--- src/rtl/hb_pkg.sv ---
// Shared types and elaboration helpers for the halfband MAC sequencer.
package hb_pkg;

  typedef enum logic [2:0] {ST_IDLE, ST_PAIR, ST_CENTER, ST_DRAIN, ST_OUT} state_t;

  localparam int NTAPS_DEF   = 11;
  localparam int AW_DEF      = 4;
  localparam int MAC_LAT_DEF = 2;

  function automatic int k_of(input int ntaps);
    return (ntaps + 1) / 4;
  endfunction

  function automatic int ciw_of(input int ntaps);
    return $clog2(k_of(ntaps) + 1);
  endfunction

  localparam int K   = k_of(NTAPS_DEF);
  localparam int CIW = ciw_of(NTAPS_DEF);

  // Tap j of the delay line: newest sample minus j, wrapping in the RAM width.
  function automatic logic [31:0] tap_addr(input logic [31:0] base, input int j, input int aw);
    logic [31:0] mask;
    mask = (32'd1 << aw) - 32'd1;
    return (base - 32'(j)) & mask;
  endfunction

  function automatic bit ntaps_ok(input int ntaps);
    return (ntaps >= 3) && (ntaps % 4 == 3);
  endfunction

  function automatic bit aw_ok(input int ntaps, input int aw);
    return (1 << aw) >= (ntaps + 1);
  endfunction

endpackage

--- src/rtl/hb_ring_ptr.sv ---
// Circular sample RAM write pointer, decimation phase, trigger and latched base.
module hb_ring_ptr #(
  parameter int AW = 4
) (
  input  logic          clk,
  input  logic          reset,
  input  logic          x_in_valid,
  input  logic          accept,
  output logic [AW-1:0] wr_ptr,
  output logic          trigger,
  output logic [AW-1:0] base
);

  logic phase;

  assign trigger = x_in_valid & phase;

  always_ff @(posedge clk) begin
    if (reset) begin
      wr_ptr <= '0;
      phase  <= 1'b0;
      base   <= '0;
    end else begin
      if (x_in_valid) begin
        wr_ptr <= wr_ptr + 1'b1;
        phase  <= ~phase;
      end
      // A dropped trigger must not disturb the base of the running computation.
      if (trigger && accept) base <= wr_ptr;
    end
  end

endmodule

--- src/rtl/hb_mac_sched.sv ---
// Sequencer for a serial single-multiplier halfband decimate-by-2 filter.
module hb_mac_sched
  import hb_pkg::*;
#(
  parameter  int NTAPS   = NTAPS_DEF,
  parameter  int AW      = AW_DEF,
  parameter  int MAC_LAT = MAC_LAT_DEF,
  localparam int NPAIR   = k_of(NTAPS),
  localparam int CW      = ciw_of(NTAPS)
) (
  input  logic          clk,
  input  logic          reset,
  input  logic          x_in_valid,
  output logic          wr_en,
  output logic [AW-1:0] wr_addr,
  output logic [AW-1:0] rd_addr_a,
  output logic [AW-1:0] rd_addr_b,
  output logic [CW-1:0] coef_idx,
  output logic          mac_clr,
  output logic          mac_en,
  output logic          mac_center,
  output logic          y_valid,
  output logic          busy,
  output logic          overrun
);

  localparam int DW = (MAC_LAT > 1) ? $clog2(MAC_LAT) : 1;

  if (!ntaps_ok(NTAPS)) begin : g_bad_ntaps
    $error("hb_mac_sched: NTAPS must satisfy NTAPS mod 4 == 3");
  end
  if (!aw_ok(NTAPS, AW)) begin : g_bad_aw
    $error("hb_mac_sched: 2**AW must be at least NTAPS+1");
  end
  if (MAC_LAT < 1) begin : g_bad_lat
    $error("hb_mac_sched: MAC_LAT must be at least 1");
  end

  state_t        state;
  logic [CW-1:0] cnt;
  logic [DW-1:0] dcnt;
  logic [AW-1:0] wr_ptr;
  logic [AW-1:0] base;
  logic          trigger;
  logic          accept;

  function automatic logic [AW-1:0] tap(input logic [AW-1:0] b, input int j);
    return AW'(tap_addr(32'(b), j, AW));
  endfunction

  assign accept  = (state == ST_IDLE) || (state == ST_OUT);
  assign wr_en   = x_in_valid & ~reset;
  assign wr_addr = wr_ptr;

  hb_ring_ptr #(.AW(AW)) u_ring (
    .clk        (clk),
    .reset      (reset),
    .x_in_valid (x_in_valid),
    .accept     (accept),
    .wr_ptr     (wr_ptr),
    .trigger    (trigger),
    .base       (base)
  );

  // Outputs are computed for the state being entered, so they line up with it.
  always_ff @(posedge clk) begin
    if (reset) begin
      state      <= ST_IDLE;
      cnt        <= '0;
      dcnt       <= '0;
      rd_addr_a  <= '0;
      rd_addr_b  <= '0;
      coef_idx   <= '0;
      mac_clr    <= 1'b0;
      mac_en     <= 1'b0;
      mac_center <= 1'b0;
      y_valid    <= 1'b0;
      busy       <= 1'b0;
      overrun    <= 1'b0;
    end else begin
      rd_addr_a  <= '0;
      rd_addr_b  <= '0;
      coef_idx   <= '0;
      mac_clr    <= 1'b0;
      mac_en     <= 1'b0;
      mac_center <= 1'b0;
      y_valid    <= 1'b0;
      if (trigger && !accept) overrun <= 1'b1;
      case (state)
        ST_IDLE, ST_OUT: begin
          if (trigger) begin
            // base is latched this same edge, so PAIR0 addresses come from wr_ptr.
            state     <= ST_PAIR;
            cnt       <= '0;
            busy      <= 1'b1;
            rd_addr_a <= wr_ptr;
            rd_addr_b <= tap(wr_ptr, NTAPS - 1);
            mac_en    <= 1'b1;
            mac_clr   <= 1'b1;
          end else begin
            state <= ST_IDLE;
            busy  <= 1'b0;
          end
        end
        ST_PAIR: begin
          mac_en <= 1'b1;
          if (cnt == CW'(NPAIR - 1)) begin
            state      <= ST_CENTER;
            rd_addr_a  <= tap(base, (NTAPS - 1) / 2);
            coef_idx   <= CW'(NPAIR);
            mac_center <= 1'b1;
          end else begin
            cnt       <= cnt + 1'b1;
            rd_addr_a <= tap(base, 2 * (int'(cnt) + 1));
            rd_addr_b <= tap(base, NTAPS - 3 - 2 * int'(cnt));
            coef_idx  <= cnt + 1'b1;
          end
        end
        ST_CENTER: begin
          state <= ST_DRAIN;
          dcnt  <= '0;
        end
        ST_DRAIN: begin
          if (dcnt == DW'(MAC_LAT - 1)) begin
            state   <= ST_OUT;
            y_valid <= 1'b1;
          end else begin
            dcnt <= dcnt + 1'b1;
          end
        end
        default: begin
          state <= ST_IDLE;
          busy  <= 1'b0;
        end
      endcase
    end
  end

endmodule

--- config.mk ---
export PLATFORM = sky130hd
export DESIGN_NAME = hb_mac_sched
export DESIGN_NICKNAME = d
export VERILOG_FILES = /design/src/rtl/hb_pkg.sv /design/src/rtl/hb_ring_ptr.sv /design/src/rtl/hb_mac_sched.sv
export SDC_FILE = /design/constraint.sdc
export NUM_CORES = 1
export LEC_CHECK = 0
export ABC_CLOCK_PERIOD_IN_PS = 2500
export BUFFER_PORTS_ARGS = -buffer_cell sky130_fd_sc_hd__buf_4
export CAP_MARGIN = 10
export CELL_PAD_IN_SITES_DETAIL_PLACEMENT = 0
export CELL_PAD_IN_SITES_GLOBAL_PLACEMENT = 1
export CORE_ASPECT_RATIO = 0.7
export CORE_UTILIZATION = 43
export CTS_BUF_LIST = sky130_fd_sc_hd__clkbuf_8
export DETAILED_ROUTE_END_ITERATION = 10
export PLACE_DENSITY_LB_ADDON = 0.1
export SLEW_MARGIN = 20
export SYNTH_ARGS = -nofsm -noshare
export SYNTH_HDL_FRONTEND = slang
export SYNTH_SLANG_ARGS = --single-unit
--- constraint.sdc ---
create_clock -name clk -period 2.5 [get_ports clk]
set_input_delay 0 -clock clk [delete_from_list [all_inputs] [get_ports clk]]
set_output_delay 0 -clock clk [all_outputs]
set_load 0.05 [all_outputs]
### Yosys cells after proc, flatten, opt, wreduce, memory -nomap -nowiden

Index checks and enable logic that the tools add are counted.

| operators by class | value |
|---|---|
| $add $sub $neg | 9 |
| eq/ne operators | 9 |
| mux-type cells | 21 |
| bitwise operators | 7 |
| reduce and logical (&&, ||, !) cells | 14 |

Operator list:

| kind | count |
|---|---|
| 4-bit 2-to-1 mux | 4 |
| 4-bit case mux with 2 select lines | 2 |
| 3-bit case mux with 4 select lines | 1 |
| 2-bit inequality test, second input constant | 4 |
| 2-bit OR reduction | 4 |
| 4-bit subtractor | 2 |
| 3-bit by 2-bit equality test with 1-bit output, second input constant | 2 |
| 2-bit 2-to-1 mux | 3 |
| 3-bit 2-to-1 mux | 2 |
| 1-bit case mux with 2 select lines | 3 |
| 1-bit 2-to-1 mux | 5 |
| 1-bit NOT | 5 |
| 4-bit by 1-bit adder with 4-bit output, second input constant | 1 |
| 2-bit case mux with 2 select lines | 1 |
| 2-bit nonzero test | 2 |
| 4-bit by 3-bit subtractor with 4-bit output, first input constant | 1 |
| 4-bit by 3-bit subtractor with 4-bit output, second input constant | 1 |
| 4-bit subtractor, second input constant | 1 |
| 2-bit by 1-bit adder with 3-bit output, second input constant | 1 |
| 3-bit by 1-bit equality test with 1-bit output, second input constant | 1 |
| 3-bit equality test, second input constant | 1 |
| 3-bit zero test | 1 |
| 3-bit AND reduction | 1 |
| 3-bit OR reduction | 1 |
| 8 further kinds | 10 |

| word-level totals | value |
|---|---|
| flip-flop bits (word level) | 31 |
| bits of input ports | 3 |
| logic and storage cells | 75 |

### Depth between registers and ports, before layout

| depth | value |
|---|---|
| depth after elaboration | 4 |
| gate-level depth with buffers | 8 |
| mapped depth without buffers | 8 |

### Modules after synthesis

From an unflattened synthesis, not the netlist that was laid out.

| unflattened totals | value |
|---|---|
| cells, all modules | 151 |
| area, all modules | 1,447.6 um^2 |

Modules (own cells, without submodules):

| module | times used | cells each | area each (um^2) |
|---|---|---|---|
| hb_mac_sched | 1 | 112 | 1,036.0 |
| hb_ring_ptr | 1 | 39 | 411.6 |

### Worst setup path after synthesis

OpenSTA, ideal clock, no wires.

| path | value |
|---|---|
| path kind | reg2reg |
| from | register cnt[0] |
| to | register rd_addr_a[3] |
| data arrival time | 1.764 ns |
| required time | 2.412 ns |
| path slack | 0.648 ns |
| cell stages (with the launch flop) | 9 |
| period minus slack after synthesis | 1.852 ns |
| cells stage by stage | dfxtp_1 inv_1 ha_1 inv_1 fa_1 xnor2_1 xnor2_1 nor2_1 o32ai_2 |

| on the way | value |
|---|---|
| longest elaborated chain between the ends | 4 |
| elaborated cells on any way between the ends | 5 |
| classes of those cells | add/sub (2); eq/ne (1); mux (2) |

RTL lines:

| element | RTL line | text |
|---|---|---|
| from (decl) | hb_mac_sched.sv:40 | `logic [CW-1:0] cnt;` |
| from (signal assigned) | hb_mac_sched.sv:113 | `cnt <= cnt + 1'b1;` |
| 2-bit by 1-bit adder with 3-bit output | hb_mac_sched.sv:114 | `rd_addr_a <= tap(base, 2 * (int'(cnt) + 1));` |
| 4-bit subtractor | hb_pkg.sv:25 | `return (base - 32'(j)) & mask;` |
| 4-bit 2-to-1 mux * | hb_mac_sched.sv:107 | `if (cnt == CW'(NPAIR - 1)) begin` |
| 4-bit case mux with 2 select lines * | hb_mac_sched.sv:89 | `case (state)` |
| to (signal assigned) | hb_mac_sched.sv:96 | `rd_addr_a <= wr_ptr;` |
| to (signal assigned) | hb_mac_sched.sv:109 | `rd_addr_a <= tap(base, (NTAPS - 1) / 2);` |
| to (signal assigned) | hb_mac_sched.sv:114 |  |
| to (decl) | hb_mac_sched.sv:16 | `output logic [AW-1:0] rd_addr_a,` |

Every way passes the cells marked *; elsewhere a longest branch is shown, timed or not.
A chain may end at the register's enable or synchronous reset.

### Worst setup path after layout

Same ends and word-level chain as after synthesis.

==> metrics <==
final critical delay including setup and external delays=2.02 ns; ratio of total power to cell area=644 nW/µm²; via count of the first global-routing pass=928; capturing element type of the critical path=register; worst setup margin=0.481 ns; Final Core Density=55.9%; crit-path leading delay family=adder cells; Cells after Synth=147; Total GRT Usage=17.8%; critical path fanouts, max=6; GPL Wtd Cong=0.795; number of nets in the finished design=184; VDD IR max=0.355 mV; area added between synthesis and finish=17.7%; DR iter-0 viols=69; final WL=2790 µm; Remaining DRCs=0; number of max-cap violations=0; register area share after synthesis=44.4%; CP Cell Sequence=inv_1, ha_1, inv_1, fa_1, xnor2_1, xnor2_1, nor2_1, o32ai_2; maximum number of pins on one net before global-route repair=23; area of the mapped netlist=1400 µm²; Mapped Nets=161; class of the most critical hold timing path=input port to register; clock buffers created by TritonCTS=5; die outline area=3480 µm²; Critical Path RT=2.70 ns; TritonCTS Sinks=31; Die Wd=70.1 µm; maximum clock insertion buffer count=2; via count of the routed design=1040; count of cells resized by post-cts repair=0; post-detailed-route wirelength per cell=13.5 µm; Slew HR=71.4%; number of flops mapped to enable cells by yosys=0; number of top-level design ports=24; Avg Synthesized Cell Area=9.50 µm²; layout cell share with drive strength beyond 1=19.9%; first-pass detailed-route iteration total=4; half-perimeter wire length after placement=1930 µm; fraction of synthesis flops using an asynchronous set or reset pin=0%; number of synthesized register bits=31; Post-CTS Setup Repair Bufs=0; buffering stage count on the worst path with inverters included=2; critical-path cell with the highest stage delay=sky130_fd_sc_hd__dfxtp_1; starting utilization of the core area=47.4%; clock transition at the registers of the reported paths=0.07 ns; slew at the pin with the worst max-slew slack=0.429 ns; vias per inst=5.02; maximum achievable frequency=495 MHz; final-layout setup total negative slack=0 ns; clock tree from TritonCTS=built; worst-case clock skew=0.00650 ns; grt ovf=0; unrepaired setup endpoints after global routing=false; count of cell types in the netlist=33; standard-cell row count=16; first-pass GRT wire length=4710 µm; initial antenna violation count=0; later-pin clock latency in the skew report=0.28 ns; CTS root buffer=sky130_fd_sc_hd__clkbuf_8; CP max stage delay=0.42 ns; DIE HEIGHT=49.7 µm; setup violators final=0; Filler Cells Inserted=283; count of H-tree levels built during CTS=2; number of pins exceeding their max-slew limit in the final report=0; synth warn=0; kind of launch point of the worst setup path=register; count of antenna-violating nets left after detailed routing=0; number of buffers added on ports=23; outcome=complete, no violations; core outline area=2940 µm²; most common flop cell mapped by yosys=sky130_fd_sc_hd__dfxtp_1; cts hold-fix bufs=0; antenna diode count=0; Post-Place Worst Slack=0.523 ns; static leakage power=0.694 nW; Hold Fails Final Rpt=0; part of the cycle the worst path needs=80.8%; endpoint arrival time on the critical path=2.22 ns; kind of critical path=register to register
metal layers:
layer	vias up	GRT usage, %	wire, µm
met2	23	23.9	1120
li1	530	-	-
met3	7	4.91	104
met4	0	8.33	48
met5	-	0	0
met1	480	26.1	1510
cell usage after synthesis, types with 2 or more instances:
| library cell | count | area, µm² |
|---|---|---|
| sky130_fd_sc_hd__a21oi_1 | 16 | 80.1 |
| sky130_fd_sc_hd__buf_2 | 2 | 10.0 |
| sky130_fd_sc_hd__buf_6 | 3 | 33.8 |
| sky130_fd_sc_hd__dfxtp_1 | 31 | 621 |
| sky130_fd_sc_hd__fa_1 | 2 | 40.0 |
| sky130_fd_sc_hd__ha_1 | 9 | 113 |
| sky130_fd_sc_hd__inv_1 | 9 | 33.8 |
| sky130_fd_sc_hd__mux2i_1 | 2 | 20.0 |
| sky130_fd_sc_hd__nand2_1 | 13 | 48.8 |
| sky130_fd_sc_hd__nand2b_1 | 4 | 25.0 |
| sky130_fd_sc_hd__nand3_1 | 3 | 15.0 |
| sky130_fd_sc_hd__nor2_1 | 21 | 78.8 |
| sky130_fd_sc_hd__nor3_1 | 2 | 10.0 |
| sky130_fd_sc_hd__nor4b_1 | 2 | 17.5 |
| sky130_fd_sc_hd__o21ai_0 | 2 | 10.0 |
| sky130_fd_sc_hd__xnor2_1 | 7 | 61.3 |
| sky130_fd_sc_hd__xor2_1 | 3 | 26.3 |
cell usage in the layout, fill, tap and decap left out, types with 2 or more instances in the layout:
master                     Yosys  final
sky130_fd_sc_hd__ha_1          9      9
sky130_fd_sc_hd__nor3_1        2      2
sky130_fd_sc_hd__o21ai_0       2      2
sky130_fd_sc_hd__inv_1         9     11
sky130_fd_sc_hd__xnor2_1       7      7
sky130_fd_sc_hd__xor2_1        3      3
sky130_fd_sc_hd__dfxtp_1      31     31
sky130_fd_sc_hd__a21oi_1      16     16
sky130_fd_sc_hd__nor2_1       21     21
sky130_fd_sc_hd__mux2i_1       2      2
sky130_fd_sc_hd__nor4b_1       2      2
sky130_fd_sc_hd__nand2_1      13     13
sky130_fd_sc_hd__buf_4         0     23
sky130_fd_sc_hd__fa_1          2      2
sky130_fd_sc_hd__nand3_1       3      3
sky130_fd_sc_hd__clkbuf_8      0      5
sky130_fd_sc_hd__nand2b_1      4      4
layout make-up:
type | instances | area (µm²) | share of cell area (%)
clock buffers | 5 | 68.8 | 4.19
clock inverters | 3 | 12.5 | 0.761
inverters | 9 | 33.8 | 2.05
multi-input cells | 100 | 691 | 42.0
flip-flops and latches | 31 | 621 | 37.7
well taps | 36 | 45.0 | 2.74
repair buffers | 23 | 173 | 10.5
logic make-up after synthesis:
logic type | synth area share [%]
compound gates | 10.4
xor+xnor | 6.27
fa+ha+maj | 10.9
buf+inv | 6.09
flops | 44.4
mux | 1.43
simple gates | 20.4
worst register-to-register path: stages (launching register included):
cell,delay [ns]
sky130_fd_sc_hd__dfxtp_1,0.42
sky130_fd_sc_hd__inv_1,0.10
sky130_fd_sc_hd__ha_1,0.32
sky130_fd_sc_hd__inv_1,0.07
sky130_fd_sc_hd__fa_1,0.41
sky130_fd_sc_hd__xnor2_1,0.18
sky130_fd_sc_hd__xnor2_1,0.13
sky130_fd_sc_hd__nor2_1,0.06
sky130_fd_sc_hd__o32ai_2,0.24
final timing paths:
path | end | slack (ns) | depth (start not counted) | start
max | rd_addr_a[3] | 0.48 | 8 | cnt[0]
min | u_ring.wr_ptr[1] | 0.05 | 3 | x_in_valid
max reg2reg | rd_addr_a[3] | 0.48 | 8 | cnt[0]
min reg2reg | overrun | 0.48 | 2 | overrun
flip-flops by register name (all words and copies together), names as in the netlist, 2 cells and up:
register,count
coef_idx,2
u_ring.wr_ptr,4
cnt,2
rd_addr_a,4
state,3
u_ring.base,4
rd_addr_b,4
stage by stage:
| step | hold slack (ns) | cell area [µm²] | std cells | total power [mW] |
|---|---|---|---|---|
| after floorplan | 0.172 | 1400 | 147 | 0.664 |
| after global placement | 0.328 | 1560 | 199 | 0.702 |
| after detailed placement | 0.337 | 1560 | 199 | 0.704 |
| after CTS | 0.0495 | 1640 | 207 | 1.07 |
| after global routing | 0.0631 | 1640 | 207 | 1.10 |
| final | 0.0526 | 1640 | 207 | 1.06 |
where the power goes:
group          internal (mW)  total, mW  switching, mW  leakage [nW]
logic                 0.0567      0.163          0.106         0.392
clock network          0.187      0.366          0.179        0.0505
registers              0.513      0.530         0.0171         0.251
total                  0.756       1.06          0.302         0.694
(Power assumes the default switching activity.)
